$ cat src/rtl/uart_rx_pkg.sv
// ---------------------------------------------------------------------------
// uart_rx_pkg
// Shared definitions for the UART receive data path.
//   - PARITY_BITS : 1 when RX_PARITY_EN is defined, otherwise 0
//   - START_BIT / STOP_BIT : required line levels of the framing bits
//   - rx_state_e  : deserializer control states
//   - frame_w()   : total serial frame length for a given data width
// Configuration macro: RX_PARITY_EN (adds one even-parity bit after data).
// ---------------------------------------------------------------------------
package uart_rx_pkg;

`ifdef RX_PARITY_EN
    localparam int PARITY_BITS = 1;
`else
    localparam int PARITY_BITS = 0;
`endif

    localparam logic START_BIT = 1'b0;
    localparam logic STOP_BIT  = 1'b1;

    typedef enum logic [1:0] {
        COLLECT = 2'd0,
        CHECK   = 2'd1,
        HOLD    = 2'd2
    } rx_state_e;

    // One start bit, the data bits, optional parity, one stop bit.
    function automatic int frame_w(input int data_w);
        return 1 + data_w + PARITY_BITS + 1;
    endfunction

endpackage : uart_rx_pkg

$ cat src/rtl/rx_bit_counter.sv
// ---------------------------------------------------------------------------
// rx_bit_counter
// Saturating up-counter with synchronous clear, used to count received
// bit strobes of the current frame.
// Ports:
//   Clk    - rising-edge clock
//   Reset  - synchronous, active-high reset
//   clear  - restart counting (takes priority over a plain increment)
//   enable - count one bit this cycle
//   count  - current bit count, saturates at MAX
// ---------------------------------------------------------------------------
module rx_bit_counter #(
    parameter int MAX = 11,
    parameter int W   = $clog2(MAX + 1)
) (
    input  logic         Clk,
    input  logic         Reset,
    input  logic         clear,
    input  logic         enable,
    output logic [W-1:0] count
);

    // NOTE: sequential state uses non-blocking (<=) so every flop samples
    // pre-edge values regardless of process evaluation order.
    always_ff @(posedge Clk) begin
        if (Reset) begin
            count <= '0;
        end else if (clear) begin
            // A bit arriving on the clearing cycle is the first bit of the
            // next frame, so it must not be lost.
            count <= enable ? W'(1) : '0;
        end else if (enable && (count != W'(MAX))) begin
            count <= count + 1'b1;
        end
    end

endmodule : rx_bit_counter

$ cat src/rtl/rx_deserializer.sv
// ---------------------------------------------------------------------------
// rx_deserializer
// Assembles LSB-first serial bits into a frame, checks framing (and parity
// when RX_PARITY_EN is defined) and presents the data byte in a holding
// register with a valid/ready handshake. The shift register keeps
// collecting the next frame while the previous one is held.
// Ports:
//   Clk          - rising-edge clock
//   Reset        - synchronous, active-high reset
//   Serial_In    - synchronized RX line, sampled on Shift_Show
//   Shift_Show   - one-cycle bit-sample strobe
//   Flag_Rx      - one-cycle frame-complete strobe
//   Data_Ready   - consumer accepts the held byte
//   Data_Out     - received data, valid while Data_Valid
//   Data_Valid   - held byte available
//   Frame_Error  - start/stop/bit-count error of the held byte
//   Parity_Error - parity mismatch of the held byte (0 without RX_PARITY_EN)
//   Overrun      - sticky: a frame was dropped while the holder was full
// Configuration macro: RX_PARITY_EN.
// ---------------------------------------------------------------------------
module rx_deserializer
    import uart_rx_pkg::*;
#(
    parameter int DATA_W = 8
) (
    input  logic              Clk,
    input  logic              Reset,
    input  logic              Serial_In,
    input  logic              Shift_Show,
    input  logic              Flag_Rx,
    input  logic              Data_Ready,
    output logic [DATA_W-1:0] Data_Out,
    output logic              Data_Valid,
    output logic              Frame_Error,
    output logic              Parity_Error,
    output logic              Overrun
);

    localparam int FRAME_W = frame_w(DATA_W);
    localparam int CNT_MAX = FRAME_W + 1;
    localparam int CNT_W   = $clog2(CNT_MAX + 1);

    rx_state_e          state;
    rx_state_e          next_state;
    logic [FRAME_W-1:0] shift_reg;
    logic [CNT_W-1:0]   bit_count;
    logic               in_check;
    logic               accept;
    logic               load;
    logic               frame_bad;
    logic               parity_bad;

    // ------------------------------------------------------------------
    // Bit collection: new bits enter at the MSB, so after FRAME_W strobes
    // the start bit sits in bit 0 and the stop bit in the MSB.
    // ------------------------------------------------------------------
    always_ff @(posedge Clk) begin
        if (Reset) begin
            shift_reg <= '0;
        end else if (Shift_Show) begin
            shift_reg <= {Serial_In, shift_reg[FRAME_W-1:1]};
        end
    end

    rx_bit_counter #(
        .MAX (CNT_MAX),
        .W   (CNT_W)
    ) u_bit_counter (
        .Clk    (Clk),
        .Reset  (Reset),
        .clear  (in_check),
        .enable (Shift_Show),
        .count  (bit_count)
    );

    // ------------------------------------------------------------------
    // Control FSM
    // ------------------------------------------------------------------
    always_ff @(posedge Clk) begin
        if (Reset) begin
            state <= COLLECT;
        end else begin
            state <= next_state;
        end
    end

    // NOTE: every signal assigned in always_comb gets a default first so
    // no path leaves it unassigned and no latch is inferred.
    always_comb begin
        next_state = state;
        case (state)
            COLLECT: if (Flag_Rx) next_state = CHECK;
            // Flag_Rx is deliberately ignored here; the stray strobe shows
            // up as a short bit count on the following frame.
            CHECK:   next_state = HOLD;
            HOLD: begin
                if (Flag_Rx)     next_state = CHECK;
                else if (accept) next_state = COLLECT;
            end
            default: next_state = COLLECT;
        endcase
    end

    // ------------------------------------------------------------------
    // Frame evaluation, performed on the registered frame during CHECK
    // (a bit shifted together with Flag_Rx is already included).
    // ------------------------------------------------------------------
    assign in_check  = (state == CHECK);
    assign accept    = Data_Valid && Data_Ready;
    // An empty holder, or one emptied on this very edge, may take the frame.
    assign load      = in_check && (!Data_Valid || Data_Ready);

    assign frame_bad = (bit_count != CNT_W'(FRAME_W))
                    || (shift_reg[0] != START_BIT)
                    || (shift_reg[FRAME_W-1] != STOP_BIT);

`ifdef RX_PARITY_EN
    // Even parity: data bits plus parity bit must XOR to zero.
    assign parity_bad = ^shift_reg[DATA_W+1:1];
`else
    assign parity_bad = 1'b0;
`endif

    // ------------------------------------------------------------------
    // Holding register and handshake
    // ------------------------------------------------------------------
    // NOTE: the holding register is reset explicitly so no stale byte or
    // flag can appear after reset; it is a handful of flops, not a RAM.
    always_ff @(posedge Clk) begin
        if (Reset) begin
            Data_Out     <= '0;
            Data_Valid   <= 1'b0;
            Frame_Error  <= 1'b0;
            Parity_Error <= 1'b0;
        end else if (load) begin
            Data_Out     <= shift_reg[DATA_W:1];
            Data_Valid   <= 1'b1;
            Frame_Error  <= frame_bad;
            Parity_Error <= parity_bad;
        end else if (accept) begin
            Data_Valid   <= 1'b0;
        end
    end

    // Overrun is set by a dropped frame and cleared by the next handshake;
    // the two can never coincide because a drop requires no acceptance.
    always_ff @(posedge Clk) begin
        if (Reset) begin
            Overrun <= 1'b0;
        end else if (in_check && Data_Valid && !Data_Ready) begin
            Overrun <= 1'b1;
        end else if (accept) begin
            Overrun <= 1'b0;
        end
    end

endmodule : rx_deserializer

$ cat config.mk
export PLATFORM = sky130hd
export DESIGN_NAME = rx_deserializer
export DESIGN_NICKNAME = d
export VERILOG_FILES = /design/src/rtl/uart_rx_pkg.sv /design/src/rtl/rx_bit_counter.sv /design/src/rtl/rx_deserializer.sv
export SDC_FILE = /design/constraint.sdc
export NUM_CORES = 1
export LEC_CHECK = 0
export BUFFER_PORTS_ARGS = -buffer_cell sky130_fd_sc_hd__buf_2
export CAP_MARGIN = 20
export CORE_MARGIN = 4
export CORE_UTILIZATION = 57
export DETAILED_ROUTE_END_ITERATION = 6
export PLACE_DENSITY = 0.86
export SYNTH_ARGS = -nofsm -noshare
export SYNTH_HDL_FRONTEND = slang
export SYNTH_HIERARCHICAL = 1
export SYNTH_SLANG_ARGS = --single-unit
export TNS_END_PERCENT = 20
$ cat constraint.sdc
create_clock -name Clk -period 2.7 [get_ports Clk]
set_input_delay 0.27 -clock Clk [delete_from_list [all_inputs] [get_ports Clk]]
set_output_delay 0.27 -clock Clk [all_outputs]
set_load 0.01 [all_outputs]
==> results of run 1 <==
## through the flow
step	area [µm²]	hold WS, ns	setup slack (ns)	power (W)	utilization [%]
after floorplan	1090	0.339	1.60	0.000460	-
after global placement	1150	0.433	1.37	0.000467	65.0
after detailed placement	1150	0.469	1.30	0.000469	65.0
after CTS	1170	0.171	1.28	0.000626	66.5
after global routing	1170	0.168	1.16	0.000649	66.5
final	1170	0.173	1.28	0.000623	66.5
## metal layers
metal  share of wire, %  track usage, %  vias to the layer above
met1                 50            21.7                      385
met4               0.61            5.24                        0
met5                  0               0                        -
met2                 45            26.5                       16
met3                4.3            2.58                        2
li1                   -               -                      425
## critical path, delay by kind of cell (launching register included)
family | cells | cell delay (ns)
compound gates | 2 | 0.29
simple gates | 2 | 0.53
buf+inv | 1 | 0.21
flops | 1 | 0.35
## kinds of logic after synthesis
logic type,count (synthesis)
AO/OA/AOI/OAI,25
XOR/XNOR,1
adder cells (fa/ha/maj),1
buffers and inverters,9
flip-flops,27
multiplexers,12
other,1
AND/OR/NAND/NOR,38
## cell usage after synthesis (2+ instances only)
| master | n |
|---|---|
| mux2i_1 | 12 |
| o21ai_0 | 8 |
| clkbuf_1 | 2 |
| buf_6 | 3 |
| nand4bb_1 | 2 |
| dfxtp_1 | 27 |
| a211oi_1 | 2 |
| nand3_1 | 9 |
| nor2_1 | 13 |
| a21oi_1 | 12 |
| nor3_1 | 2 |
| nand2b_1 | 3 |
| nand2_1 | 4 |
## worst paths after layout
check                                      startpoint                                   to  cells after the start
worst min register to register  state[0]$_SDFFE_PP0P_                state[0]$_SDFFE_PP0P_                      1
worst max-delay path            state[1]$_SDFFE_PP0P_  u_bit_counter/count[0]$_SDFFE_PP0P_                      5
worst max register to register  state[1]$_SDFFE_PP0P_  u_bit_counter/count[0]$_SDFFE_PP0P_                      5
worst min-delay path                       Data_Ready                 Overrun$_SDFFE_PP0P_                      2
## final cells by class
type | count | area, µm² | share of cell area [%]
tap | 25 | 31.3 | 2.67
timing repair buffer | 16 | 80.1 | 6.83
inverter | 2 | 7.51 | 0.640
clock buffer | 4 | 26.3 | 2.24
sequential | 27 | 541 | 46.1
multi-input combinational | 78 | 487 | 41.5
## power breakdown
group          internal [W]  leakage (nW)  switching [W]
logic             0.0000175         0.251      0.0000291
registers          0.000406         0.219     0.00000726
clock network     0.0000576        0.0150       0.000105
==> flow_summary.yaml, run 1 <==
finish:
  layout_common_cells: "dfxtp_1 (27), buf_2 (16), nor2_1 (13)"
  drive_above_1_share_pct: 18.1
  largest_reg_flops: 10
  final_cells: 152
  insertedDiodeCount: 0
  area_growth_pct: 7.70
  nNetsFinal: 135
  n_fill_cell: 152
  final_common_cell: "dfxtp_1"
logic_synthesis:
  synth.area.top_cells: "dfxtp_1 (50%), mux2i_1 (11%), a21oi_1 (5.5%)"
  synth_top_family_by_area: "simple AND/OR/NAND/NOR gates"
  synth-simple-area-share_pct: 18.5
  synth-compound-area-share_pct: 12.9
  synth_xor_area_share_pct: 0.805
  synthAdderAreaFrac_pct: 1.15
  ys_async_sr_fraction_pct: 0
  synthesis.area_um2: 1090
  synthFlopType: "dfxtp_1"
  synth.distinct_cells: 28
  yosysWarnings: 6
  synthCells: 114
  muxShareOfSynthArea_pct: 11.0
  yosysSeqAreaShare_pct: 49.7
  synthesis.nets: 121
  synth-edff-count: 0
  synth_top_area_share_pct: 49.7
  synth_area_per_cell_um2: 9.55
  ys_seq_elements: 27
  synth_area_leader_cell: "dfxtp_1"
floorplanning:
  initial_utilization_pct: 61.7
  chipHeight_um: 51.7
  design.die.area_um2: 2670
  dieWidth_um: 51.7
  core_um2: 1760
  fp-row-count: 15
  ios: 18
timing:
  fmax_mhz: 702
  grt_setup_unrepaired: "no"
  timing.final.crit_period_ns: 1.42
  setup_viol_count_final: 0
  drv_slew: 0
  period_share_pct: 52.7
  skew_ns: 0.00853
  hold_viol_final: 0
  setup_tns_ns: 0
setup_path:
  critPathLaunchType: "flop"
  worstPathMaxFanout: 16
  slowest_stage: "dfxtp_1"
  reg2reg_slack_ns: 1.28
  crit_required_ns: 2.94
  critPathCaptureType: "flop"
  cpMostUsedCell: "nand2b_1"
  cp_cell_sequence: "nand2b_1 -> inv_2 -> nand2b_1 -> a21o_1 -> a21oi_1"
  critPathKind: "flop to flop"
  cp.arrival_ns: 1.67
  max_stage_delay_ns: 0.35
cts:
  clkLatencyLatePin_ns: 0.31
  clock-root-buffer: "clkbuf_4"
  cts.sinks: 27
  hold_buffers: 0
  cts_buffers: 3
  clkTransAtPathRegs_ns: 0.12
  clockBufferDepth: 2
  cts_tree: "yes"
  postCtsSetupBuffers: 0
  h-tree-depth: 1
  postCtsResizedCells: 0
detailed_routing:
  vias_per_cell: 5.45
  ant_nets: 0
  drt_iter0_drc: 14
  vias: 828
  drc_errors: 0
  dr.pass1.iters: 4
  wl_per_cell_um: 12.9
  wirelength_mm: 1.96
min_path:
  hp-class: "primary input to flop"
power_and_ir_drop:
  peakVddDrop_mv: 0.356
  p_leak_nw: 0.485
  pwr_density_cell_nw_per_um2: 532
placed_design:
  gp_congestion: 0.768
  dp_hpwl_mm: 1.41
  port_buffers: 16
  placed_cells: 148
grt:
  grt_pass1_wl_mm: 3.27
  grt_max_degree: 28
  grt.total_usage_pct: 16.2
  grt_pass1_vias: 747
  overflow: 0
  antenna_found_initial: 0
outcome:
  status: "finished, final reports clean"
flow_run:
  cap_violations: 0
Power figures use the tool's default switching activity.
==> inputs of run 2 (changes only) <==
Settings changed: CORE_ASPECT_RATIO set to 1.5, CORE_UTILIZATION 57 to 53, PLACE_DENSITY 0.86 to 0.81.
Clock period 2.7 ns to 1.4 ns, I/O delays scaled along.
==> run 2 against run 1 <==
Compared with the run above: hold slack worse by 0.15 ns; worst setup slack got worse by 1.1 ns; first-iteration DRC count rose to 3.4 times the previous value; final area is 0.85% higher; via count up 3.4%; flip-flop and latch count unchanged; final cell count is 1.3% lower; combinational power up 110%; clock power increased by 96%.
==> flow_summary.yaml, run 2 (synthesized netlist as in run 1, its figures left out) <==
outcome:
  status: "finished, final reports clean"
floorplanning:
  core_um2: 1900
  fp-row-count: 19
  ios: 18
  chipHeight_um: 63.5
  initial_utilization_pct: 57.2
  dieWidth_um: 45.0
  design.die.area_um2: 2860
power_and_ir_drop:
  pwr_density_cell_nw_per_um2: 1030
  p_leak_nw: 0.494
  peakVddDrop_mv: 0.868
cts:
  clockBufferDepth: 2
  clock-root-buffer: "clkbuf_4"
  cts_buffers: 3
  clkLatencyLatePin_ns: 0.31
  postCtsResizedCells: 0
  hold_buffers: 0
  clkTransAtPathRegs_ns: 0.13
  cts.sinks: 27
  postCtsSetupBuffers: 0
  cts_tree: "yes"
  h-tree-depth: 1
finish:
  insertedDiodeCount: 0
  drive_above_1_share_pct: 19.4
  nNetsFinal: 137
  n_fill_cell: 182
  seq_area_um2: 541
  largest_reg_flops: 10
  layout_common_cells: "dfxtp_1 (27), buf_2 (16), nor2_1 (13)"
  final_common_cell: "dfxtp_1"
  multiInputGateArea_um2: 487
  area_growth_pct: 8.62
  fin_util_pct: 62.2
setup_path:
  crit_required_ns: 1.65
  critPathLaunchType: "flop"
  cp.arrival_ns: 1.47
  critPathCaptureType: "flop"
  critPathKind: "flop to flop"
  worstPathMaxFanout: 16
detailed_routing:
  drc_errors: 0
  wl_met1_um: 848
  drt_iter0_drc: 48
  met3_length_um: 93
  ant_nets: 0
  route.top_layer_used: "met4"
  wirelength_mm: 2.07
  wl_per_cell_um: 13.8
  wl_met2_mm: 1.11
  vias: 856
  dr.pass1.iters: 4
  vias_per_cell: 5.71
placed_design:
  port_buffers: 16
  gp_congestion: 0.701
  dp_hpwl_mm: 1.47
timing:
  grt_setup_unrepaired: "no"
  setup_viol_count_final: 0
  timing.final.crit_period_ns: 1.22
  setup_tns_ns: 0
  skew_ns: 0.00114
  fmax_mhz: 819
  period_share_pct: 87.2
  drv_slew: 0
  hold_viol_final: 0
min_path:
  hp-class: "primary input to flop"
grt:
  grt_pass1_wl_mm: 3.59
  grt_pass1_vias: 857
  overflow: 0
  antenna_found_initial: 0
  grt_max_degree: 19
  grt.total_usage_pct: 16.0
flow_run:
  cap_violations: 0
## run 2: area by class of cell
class	count	share of cell area, %
well taps	21	2.22
inverters	2	0.635
flip-flops and latches	27	45.7
repair buffers	18	8.04
clock buffers	4	2.22
multi-input cells	78	41.2
## run 2: worst max-delay path, cell delays in order (launching register included)
cell	delay (ns)
dfxtp_1	0.34
nand2b_1	0.17
inv_2	0.23
nand4bb_1	0.18
nand3_1	0.09
a21oi_1	0.15
## run 2: through the flow
step	hold slack [ns]	std cells	power, W	cell area (µm²)	setup WS, ns
2_1_floorplan	0.209	114	0.000887	1090	0.299
3_3_place_gp	0.361	146	0.000908	1160	0.314
3_5_place_dp	0.363	146	0.000911	1160	0.234
4_1_cts	0.0215	150	0.00122	1180	0.205
5_1_grt	0.0247	150	0.00127	1180	0.0773
6_report	0.0244	150	0.00121	1180	0.180
## run 2: worst paths after layout
kind,start,to,slack [ns],cells past startpoint
max,state[1]$_SDFFE_PP0P_,u_bit_counter/count[0]$_SDFFE_PP0P_,0.18,5
min,Data_Ready,Overrun$_SDFFE_PP0P_,0.02,2
max reg2reg,state[1]$_SDFFE_PP0P_,u_bit_counter/count[0]$_SDFFE_PP0P_,0.18,5
min reg2reg,state[0]$_SDFFE_PP0P_,state[0]$_SDFFE_PP0P_,0.47,1
## run 2: report_power, final
group	switching (W)	internal (W)	total, W	leakage, nW
logic	0.0000607	0.0000378	0.0000985	0.260
clock network	0.000208	0.000111	0.000320	0.0150
registers	0.0000127	0.000784	0.000797	0.219
total	0.000282	0.000933	0.00121	0.494
## run 2: per-layer routing
| layer | vias up | GRT usage, % |
|---|---|---|
| met2 | 30 | 28.0 |
| met5 | - | 0 |
| met3 | 2 | 2.56 |
| met1 | 397 | 18.1 |
| li1 | 427 | - |
| met4 | 0 | 6.96 |
